$ cat src/rtl/div_ctrl.sv
// Control block that sits between the EX stage and an iterative divider: it
// latches the operands, handles the divide-by-zero and signed-overflow cases
// on its own, sequences the divider, and returns one write-back pulse.
module div_ctrl #(
  parameter int XLEN    = 8,
  parameter int TIMEOUT = 31
) (
  input  logic            clk,
  input  logic            rst,
  input  logic            req_valid_i,
  output logic            req_ready_o,
  input  logic [2:0]      funct3_i,
  input  logic [XLEN-1:0] rs1_i,
  input  logic [XLEN-1:0] rs2_i,
  input  logic [4:0]      rd_i,
  input  logic            flush_i,
  output logic            div_en_o,
  output logic [XLEN-1:0] dividend_o,
  output logic [XLEN-1:0] divisor_o,
  output logic            signed_o,
  input  logic [XLEN-1:0] quotient_i,
  input  logic [XLEN-1:0] rem_i,
  input  logic            done_i,
  output logic            result_valid_o,
  output logic [XLEN-1:0] result_o,
  output logic [4:0]      rd_o,
  output logic            stall_o,
  output logic            err_o
);

  localparam int CNT_W = (TIMEOUT < 2) ? 1 : $clog2(TIMEOUT + 1);
  localparam logic [CNT_W-1:0] CNT_LAST = CNT_W'(TIMEOUT - 1);
  localparam logic [XLEN-1:0]  MIN_NEG  = {1'b1, {(XLEN-1){1'b0}}};

  typedef enum logic [1:0] {
    S_IDLE,
    S_ISSUE,
    S_WAIT,
    S_DONE
  } state_t;

  state_t            state_q, state_d;
  logic [XLEN-1:0]   dividend_q, dividend_d;
  logic [XLEN-1:0]   divisor_q, divisor_d;
  logic [XLEN-1:0]   result_q, result_d;
  logic [4:0]        rd_q, rd_d;
  logic              signed_q, signed_d;
  logic              rem_sel_q, rem_sel_d;
  logic [CNT_W-1:0]  cnt_q, cnt_d;
  logic              err_q, err_d;
  logic              accept;
  logic              unused_funct3;

  // funct3[2] only distinguishes the divide group from multiplies upstream.
  assign unused_funct3 = funct3_i[2];

  assign req_ready_o    = rst & (state_q == S_IDLE) & ~flush_i;
  assign accept         = req_valid_i & req_ready_o;
  assign div_en_o       = (state_q == S_ISSUE) | (state_q == S_WAIT);
  assign stall_o        = div_en_o | accept;
  assign result_valid_o = (state_q == S_DONE) & ~flush_i;
  assign dividend_o     = dividend_q;
  assign divisor_o      = divisor_q;
  assign signed_o       = signed_q;
  assign result_o       = result_q;
  assign rd_o           = rd_q;
  assign err_o          = err_q;

  always_comb begin
    state_d    = state_q;
    dividend_d = dividend_q;
    divisor_d  = divisor_q;
    result_d   = result_q;
    rd_d       = rd_q;
    signed_d   = signed_q;
    rem_sel_d  = rem_sel_q;
    cnt_d      = cnt_q;
    err_d      = 1'b0;

    unique case (state_q)
      S_IDLE: begin
        if (accept) begin
          dividend_d = rs1_i;
          divisor_d  = rs2_i;
          rd_d       = rd_i;
          signed_d   = ~funct3_i[0];
          rem_sel_d  = funct3_i[1];
          // Zero divisor is checked first so MIN/0 takes the divide-by-zero result.
          if (rs2_i == '0) begin
            result_d = funct3_i[1] ? rs1_i : '1;
            state_d  = S_DONE;
          end else if (!funct3_i[0] && (rs1_i == MIN_NEG) && (rs2_i == '1)) begin
            result_d = funct3_i[1] ? '0 : rs1_i;
            state_d  = S_DONE;
          end else begin
            state_d  = S_ISSUE;
          end
        end
      end

      S_ISSUE: begin
        if (flush_i) begin
          state_d = S_IDLE;
        end else begin
          cnt_d   = '0;
          state_d = S_WAIT;
        end
      end

      S_WAIT: begin
        if (flush_i) begin
          state_d = S_IDLE;
        end else if (done_i) begin
          result_d = rem_sel_q ? rem_i : quotient_i;
          state_d  = S_DONE;
        end else if (cnt_q == CNT_LAST) begin
          err_d   = 1'b1;
          state_d = S_IDLE;
        end else begin
          cnt_d = cnt_q + CNT_W'(1);
        end
      end

      S_DONE: begin
        state_d = S_IDLE;
      end

      default: begin
        state_d = S_IDLE;
      end
    endcase
  end

  always_ff @(posedge clk) begin
    if (!rst) begin
      state_q    <= S_IDLE;
      dividend_q <= '0;
      divisor_q  <= '0;
      result_q   <= '0;
      rd_q       <= '0;
      signed_q   <= 1'b0;
      rem_sel_q  <= 1'b0;
      cnt_q      <= '0;
      err_q      <= 1'b0;
    end else begin
      state_q    <= state_d;
      dividend_q <= dividend_d;
      divisor_q  <= divisor_d;
      result_q   <= result_d;
      rd_q       <= rd_d;
      signed_q   <= signed_d;
      rem_sel_q  <= rem_sel_d;
      cnt_q      <= cnt_d;
      err_q      <= err_d;
    end
  end

endmodule

$ cat config.mk
export PLATFORM = sky130hd
export DESIGN_NAME = div_ctrl
export DESIGN_NICKNAME = d
export VERILOG_FILES = /design/src/rtl/div_ctrl.sv
export SDC_FILE = /design/constraint.sdc
export NUM_CORES = 1
export LEC_CHECK = 0
export CAP_MARGIN = 5
export CORE_MARGIN = 2
export CORE_UTILIZATION = 25
export DETAILED_ROUTE_END_ITERATION = 10
export GPL_TIMING_DRIVEN = 0
export PLACE_DENSITY = 0.52
export REMOVE_ABC_BUFFERS = 1
export SLEW_MARGIN = 20
export SYNTH_ARGS = -nofsm -noshare
export SYNTH_HDL_FRONTEND = slang
export SYNTH_SLANG_ARGS = --single-unit
export TNS_END_PERCENT = 30
$ cat constraint.sdc
create_clock -name clk -period 3.15 [get_ports clk]
set_input_delay 0.315 -clock clk [delete_from_list [all_inputs] [get_ports clk]]
set_output_delay 0.315 -clock clk [all_outputs]
set_load 0.02 [all_outputs]
# [Word-level counts from Yosys, hierarchy flattened]
# Cells that the tools add are included.
[word_totals] register_bits=39 input_bits=45 output_inout_bits=35 word_cells=69
[op_classes] addsub=1 eq_ne=14 muxes=23 n_bitwise=10 n_reduce_logical=12
[op_table] cell="$mux W8" count=8
[op_table] cell="$mux W5" count=4
[op_table] cell="$eq A8 B8 Y1 const B" count=2
[op_table] cell="$pmux W8 S2" count=1
[op_table] cell="$mux W2" count=7
[op_table] cell="$ne A2 B2 Y1 const B" count=6
[op_table] cell="$pmux W5 S2" count=1
[op_table] cell="$reduce_and A5 Y1" count=2
[op_table] cell="$logic_not A8 Y1" count=1
[op_table] cell="$pmux W2 S4" count=1
[op_table] cell="$add A5 B1 Y5 const B" count=1
[op_table] cell="$eq A5 B5 Y1 const B" count=1
[op_table] cell="$and A1 B1 Y1" count=4
[op_table] cell="$eq A2 B2 Y1 const B" count=2
[op_table] cell="$ne A4 B3 Y1 const B" count=1
[op_table] cell="$not A1 Y1" count=4
[op_table] cell="$reduce_and A2 Y1" count=2
[op_table] cell="$reduce_bool A2 Y1" count=2
[op_table] cell="$reduce_or A4 Y1" count=1
[op_table] cell="$ne A3 B1 Y1 const B" count=1
[op_table] cell="$eq A2 B1 Y1 const B" count=1
[op_table] cell="$logic_and A1 B1 Y1" count=2
[op_table] cell="$logic_not A2 Y1" count=1
[op_table] cell="$or A1 B1 Y1" count=2
[op_table] cell="2 further kinds" count=2

# [Longest topological paths before layout]
# Gate-level depths: netlist of the first run.
[logic_depth] ltp_word=7 depth_mapped=7 ltp_nobuf=7

# [Least setup slack after synthesis of the first run]
# OpenSTA, ideal clock, no wires.
[synth_path] kind="reg-to-output" start="reg state_q[0]" end="out stall_o" arrival_ns=1.485 required_ns=2.835 setup_slack_ns=1.350 stages_incl_launch_ff=7 n_path_buf=2 path_cell_list="dfxtp_1 > inv_1 > ha_1 > and3_1 > clkbuf_1 > clkbuf_1 > or2_2"
[synth_via] elab_chain_len=5 word_cells_on_any_way=8 classes_between="eq/ne (2); bitwise (5); reduce/logical (1)"
[synth_lines] element="from (decl)" line="42" source="state_t state_q, state_d;"
[synth_lines] element="from (signal assigned)" line="146" source="state_q <= state_d;"
[synth_lines] element="$logic_not A2 Y1" line="57" source="assign req_ready_o = rst & (state_q == S_IDLE) & ~flush_i;"
[synth_lines] element="$and A1 B1 Y1 (2 in series)" line="57"
[synth_lines] element="$and A1 B1 Y1" line="58" source="assign accept = req_valid_i & req_ready_o;"
[synth_lines] element="$or A1 B1 Y1 (*)" line="60" source="assign stall_o = div_en_o | accept;"
[synth_lines] element="to (decl)" line="27" source="output logic stall_o,"
# Mark *: on every way between the ends. The rest lies on a longest branch, timed or not.

# [Worst setup path in the final report of the first run]
[layout_path] start="in flush_i" end="out stall_o"
[layout_via] elab_chain_len=4
[layout_lines] element="from (decl)" line="16" source="input logic flush_i,"
[layout_lines] element="$not A1 Y1" line="57"
[layout_lines] element="$and A1 B1 Y1" line="57"
[layout_lines] element="$and A1 B1 Y1" line="58"
[layout_lines] element="$or A1 B1 Y1" line="60"
# No other way between the ends.

==> results of run 1 <==
-- worst max-delay path, stage by stage --
cell and delay (ns):
clkdlybuf4s50_1 0.62, nor2b_1 0.25, and3_2 0.53, or2_2 0.20
clkdlybuf4s50_1 0.60
-- final timing paths --
path	startpoint	slack (ns)	to	depth (start not counted)
worst min register to register	result_o[6]$_SDFFE_PN0P_	0.46	result_o[6]$_SDFFE_PN0P_	2
worst max-delay path	flush_i	0.32	stall_o	5
worst min-delay path	rst	0.43	state_q[1]$_SDFFE_PN0P_	2
worst max register to register	state_q[0]$_SDFFE_PN0P_	0.84	cnt_q[4]$_SDFFE_PN0P_	7
-- state kept, by name, summed over array words and instances (netlist names) --
register,count
result_o,8
signed_o,1
cnt_q,5
rem_sel_q,1
state_q,2
divisor_o,8
dividend_o,8
err_o,1
rd_o,5
-- logic make-up (layout without fill, tap and decap cells) --
kind of cell	count (synthesis)	after routing	synth area share
fa+ha+maj	7	7	0.0414
xor+xnor	3	3	0.0124
simple gates	108	108	0.253
compound gates	61	61	0.195
buf+inv	22	91	0.0538
mux	16	16	0.0757
flops	39	39	0.369
-- per-stage QoR --
stage,power [uW],area (um^2),setup slack [ns]
after floorplan,797,2020,1.24
final,1330,3040,0.322
after CTS,1360,3040,0.295
after global routing,1420,3040,0.154
after detailed placement,1000,2950,-0.0479
after global placement,997,2930,-1.07
-- per-layer routing --
layer  vias up  global-route usage
met1       894               0.158
met4         0              0.0321
met3         2              0.0384
met2        41               0.225
li1       1018                   -
met5         -                   0
-- placed cells by master (no fill, tap or decap), drive strengths merged, types with 3 or more instances in the layout --
master | Yosys | layout
a21boi | 24 | 24
mux2i | 16 | 16
nand2 | 59 | 59
dfxtp | 39 | 39
xnor2 | 3 | 3
o21ai | 12 | 12
nor2b | 13 | 13
a211oi | 8 | 8
inv | 4 | 4
nand4 | 3 | 3
nor2 | 8 | 8
clkbuf | 12 | 5
nand3 | 10 | 10
ha | 7 | 7
nor4 | 3 | 3
a21oi | 10 | 10
clkdlybuf4s50 | 0 | 77
-- power groups by stage --
| stage | combinational, uW | sequential (uW) | clock, uW |
|---|---|---|---|
| after global routing | 493 | 547 | 378 |
| final | 443 | 543 | 341 |
| after floorplan | 219 | 578 | 0 |
| after detailed placement | 448 | 555 | 0 |
| after CTS | 449 | 544 | 363 |
| after global placement | 443 | 554 | 0 |
-- layout make-up --
class / count / area [um^2]
Timing Repair Buffer: 79 / 803
Sequential cell: 39 / 781
Clock buffer: 5 / 68.8
Fill cell: 849 / 5170
Multi-Input combinational cell: 195 / 1220
Clock inverter: 3 / 20.0
Tap cell: 105 / 131
Inverter: 4 / 15.0
-- what timing repair did --
item,4_1_cts,5_1_grt
gates resized for setup,1,0
setup endpoints to repair,1,0
hold buffers,0,0
==> reports/qor.txt, run 1 <==
Syn Area/Cell -> 8.26 um^2
CTS Buf Count -> 5
Tot GR Track Use -> 0.130
antenna-violating nets left -> 0
Clock Tree Buf Depth -> 2
IO Count -> 80
Peak VDD IR -> 0.242 mV
Starting Density -> 0.257
Pint -> 890 uW
number of global-route vias before repair -> 1,948
WL final -> 5670 um
drt pass-1 iters -> 4
share of layout cells above drive strength 1 -> 0.0492
critical path fanouts, max -> 25
crit path kind -> in2out
area of the core -> 8220 um^2
Hold WS -> 0.429 ns
PD cells -> 436 nW/um^2
DPL Wire Length -> 4180 um
Req. time, crit path -> 2.83 ns
#FFs+latches synth -> 39
most numerous cell in the Yosys netlist -> nand2_1
gr ovfl total -> 0
CP endpoint kind -> primary output
global-route wire length before repair -> 9330 um
Synth top area share -> 0.369
number of synthesized flops with an enable pin -> 0
DP Cell Count -> 422
initial antenna violation count -> 0
status -> finished clean
met1 wire length -> 2620 um
CTS tree -> done
WL met2 -> 2670 um
TNS Setup -> 0 ns
max-cap viol count -> 0
largest net degree at the start of global routing -> 31
DRC violations left -> 0
Psw -> 437 uW
Worst Hold Class -> in2reg
Die W -> 96.0 um
arrival time worst endpoint -> 2.51 ns
combinational power share -> 0.334
Die Y -> 96.0 um
WL/cell -> 13.2 um
top routing layer used -> met4
Mapped Cells -> 256
Synth Flop Type -> dfxtp_1
clk_lat worst skew -> 0.29 ns
WL met3 -> 358 um
final count of hold timing violations -> 0
vias per cell -> 4.55
Antenna diodes -> 0
fin. max-slew vios -> 0
Synth area leaders -> dfxtp_1 (37%), nand2_1 (10%), a21boi_0 (8.5%)
fin crit period -> 2.83 ns
# setup viols final -> 0
CTS sink count -> 39
Via Count -> 1,955
H-tree depth -> 2
switch share -> 0.329
area leader, netlist -> dfxtp_1
Achievable Freq -> 0.354 GHz
full die area -> 9220 um^2
library cells used by synthesis -> 35
setup repair after global routing missed its margin -> no
synthesized area -> 2120 um^2
Slew headroom -> 0.450
Clock transition at path regs -> 0.08 ns
Final Skew -> 0.00745 ns
fraction of registers with async set/reset -> 0
DRT iter0 DRCs -> 57
area grow syn2layout -> 43.8%
fin cells -> 430
I/O Buffers -> 78
placer congestion estimate -> 0.747
# nets final -> 376
yosys warns -> 0
Setup Fix Bufs, Post-CTS -> 0
Startpoint Class -> primary input
Core Util, Final -> 0.370
Clock Power Share -> 0.257
top post-synthesis cells by count -> nand2_1 (59), dfxtp_1 (39), a21boi_0 (24)
Site Rows -> 33
Worst Max-Slew Pin Slew -> 0.823 ns
Final period util -> 0.898
Seq/Total Area, Yosys -> 0.369
sequential share of power -> 0.409
Static Leak -> 0.00105 uW
root buf cell -> clkbuf_8
(Power assumes the default switching activity.)
==> run 2, diff against run 1 <==
--- a/config.mk
+++ b/config.mk
@@ -7,10 +7,10 @@
 export LEC_CHECK = 0
 export CAP_MARGIN = 5
 export CORE_MARGIN = 2
-export CORE_UTILIZATION = 25
+export CORE_UTILIZATION = 35
 export DETAILED_ROUTE_END_ITERATION = 10
 export GPL_TIMING_DRIVEN = 0
-export PLACE_DENSITY = 0.52
+export PLACE_DENSITY = 0.68
 export REMOVE_ABC_BUFFERS = 1
 export SLEW_MARGIN = 20
 export SYNTH_ARGS = -nofsm -noshare
==> run 2 against run 1 <==
Compared with the run above:
- via count rose by 0.72%
- global-route usage up 3.1 points
- sequential power hardly changed
- critical path type unchanged
- hold slack better by 0.033 ns
- highest routed layer unchanged
- total power increased by 11%
- routed wire length down 8.2%
- critical endpoint unchanged
==> reports/qor.txt, run 2 (synthesized netlist as in run 1, its figures left out) <==
full die area -> 6680 um^2
most frequent cells in the layout -> clkdlybuf4s50_1 (77), nand2_1 (59), dfxtp_1 (39)
share of layout cells above drive strength 1 -> 0.0463
# setup viols final -> 0
Design Area, Final -> 3020 um^2
fill cell count -> 588
DRC violations left -> 0
area grow syn2layout -> 42.9%
IO Count -> 80
Final Skew -> 0.00646 ns
max-cap viol count -> 0
WL final -> 5210 um
fin. max-slew vios -> 0
Core Util, Final -> 0.514
Site Rows -> 28
Pint -> 1050 uW
antenna-violating nets left -> 0
largest net degree at the start of global routing -> 48
CTS sink count -> 39
H-tree depth -> 2
Worst Max-Slew Pin Slew -> 0.817 ns
most common cell after layout, fill and taps aside -> clkdlybuf4s50_1
CTS tree -> done
drt pass-1 iters -> 4
switch share -> 0.290
pre-CTS WS -> -0.0106 ns
Clock Power Share -> 0.337
gr ovfl total -> 0
number of global-route vias before repair -> 1,858
global-route wire length before repair -> 8440 um
Slew headroom -> 0.451
WL/cell -> 13.0 um
Startpoint Class -> primary input
Worst R2R Setup Slack -> 0.86 ns
Area after DPL -> 2890 um^2
critical path fanouts, max -> 25
Static Leak -> 0.00106 uW
Starting Density -> 0.359
Worst Slack Setup Final -> 0.365 ns
Clock transition at path regs -> 0.08 ns
Req. time, crit path -> 2.83 ns
TNS Setup -> 0 ns
Peak VDD IR -> 0.232 mV
vias per cell -> 4.93
placer congestion estimate -> 0.802
Achievable Freq -> 0.359 GHz
Clock Tree Buf Depth -> 2
clk_lat worst skew -> 0.29 ns
Antenna diodes -> 0
Die Y -> 81.8 um
DPL Wire Length -> 3820 um
area of the core -> 5890 um^2
initial antenna violation count -> 0
CP endpoint kind -> primary output
DRT iter0 DRCs -> 68
Worst Hold Class -> reg2reg
I/O Buffers -> 78
root buf cell -> clkbuf_8
Tot GR Track Use -> 0.162
final count of hold timing violations -> 0
combinational power share -> 0.295
crit path kind -> in2out
arrival time worst endpoint -> 2.47 ns
status -> finished clean
Via Count -> 1,969
Final period util -> 0.884
setup repair after global routing missed its margin -> no
# nets final -> 375
Psw -> 428 uW
Setup Fix Bufs, Post-CTS -> 0
CTS Buf Count -> 5
Die W -> 81.8 um
sequential share of power -> 0.368
PD cells -> 488 nW/um^2
fin crit period -> 2.79 ns
-- run 2: routing by layer --
layer | track usage | part of all wire | vias up
met3 | 0.0484 | 0.065 | 6
met1 | 0.203 | 0.47 | 889
met5 | 0 | 0 | -
li1 | - | - | 1022
met2 | 0.271 | 0.46 | 52
met4 | 0.0400 | 0.0085 | 0
-- run 2: critical path, cell delays in order --
cell	delay (ns)
clkdlybuf4s50_1	0.61
nor2b_1	0.25
and3_2	0.51
or2_2	0.19
clkdlybuf4s50_1	0.59
-- run 2: power groups by stage --
stage | clock (uW) | combinational (uW) | sequential [uW]
4_1_cts | 510 | 442 | 543
5_1_grt | 528 | 485 | 547
3_3_place_gp | 0 | 436 | 553
3_5_place_dp | 0 | 441 | 555
6_report | 498 | 436 | 543
2_1_floorplan | 0 | 219 | 578
-- run 2: final timing paths --
check / from / to / cells past startpoint
worst min-delay path: result_o[3]$_SDFFE_PN0P_ / result_o[3]$_SDFFE_PN0P_ / 2
worst min register to register: result_o[3]$_SDFFE_PN0P_ / result_o[3]$_SDFFE_PN0P_ / 2
worst max register to register: state_q[0]$_SDFFE_PN0P_ / cnt_q[4]$_SDFFE_PN0P_ / 7
worst max-delay path: flush_i / stall_o / 5
-- run 2: metrics by stage --
| step | power, uW | hold WS (ns) | cells |
|---|---|---|---|
| floorplan | 797 | 0.433 | 238 |
| global placement | 990 | 0.446 | 391 |
| detailed placement | 996 | 0.453 | 391 |
| CTS | 1500 | 0.464 | 399 |
| finish | 1480 | 0.462 | 399 |
| global route | 1560 | 0.486 | 399 |
-- run 2: timing repair --
| action | in CTS | in global routing |
|---|---|---|
| endpoints found under the setup margin | 1 | 0 |
| hold buffers | 0 | 0 |
| gates resized for setup | 1 | 0 |
| endpoints found under the hold margin | 0 | 0 |
-- run 2: area by class of cell --
cell class | instances | area (um^2) | area share
clock buffers | 5 | 68.8 | 0.0228
multi-input cells | 195 | 1220 | 0.404
repair buffers | 78 | 776 | 0.257
well taps | 75 | 93.8 | 0.0310
clock inverters | 3 | 67.6 | 0.0223
flip-flops and latches | 39 | 781 | 0.258
inverters | 4 | 15.0 | 0.00496
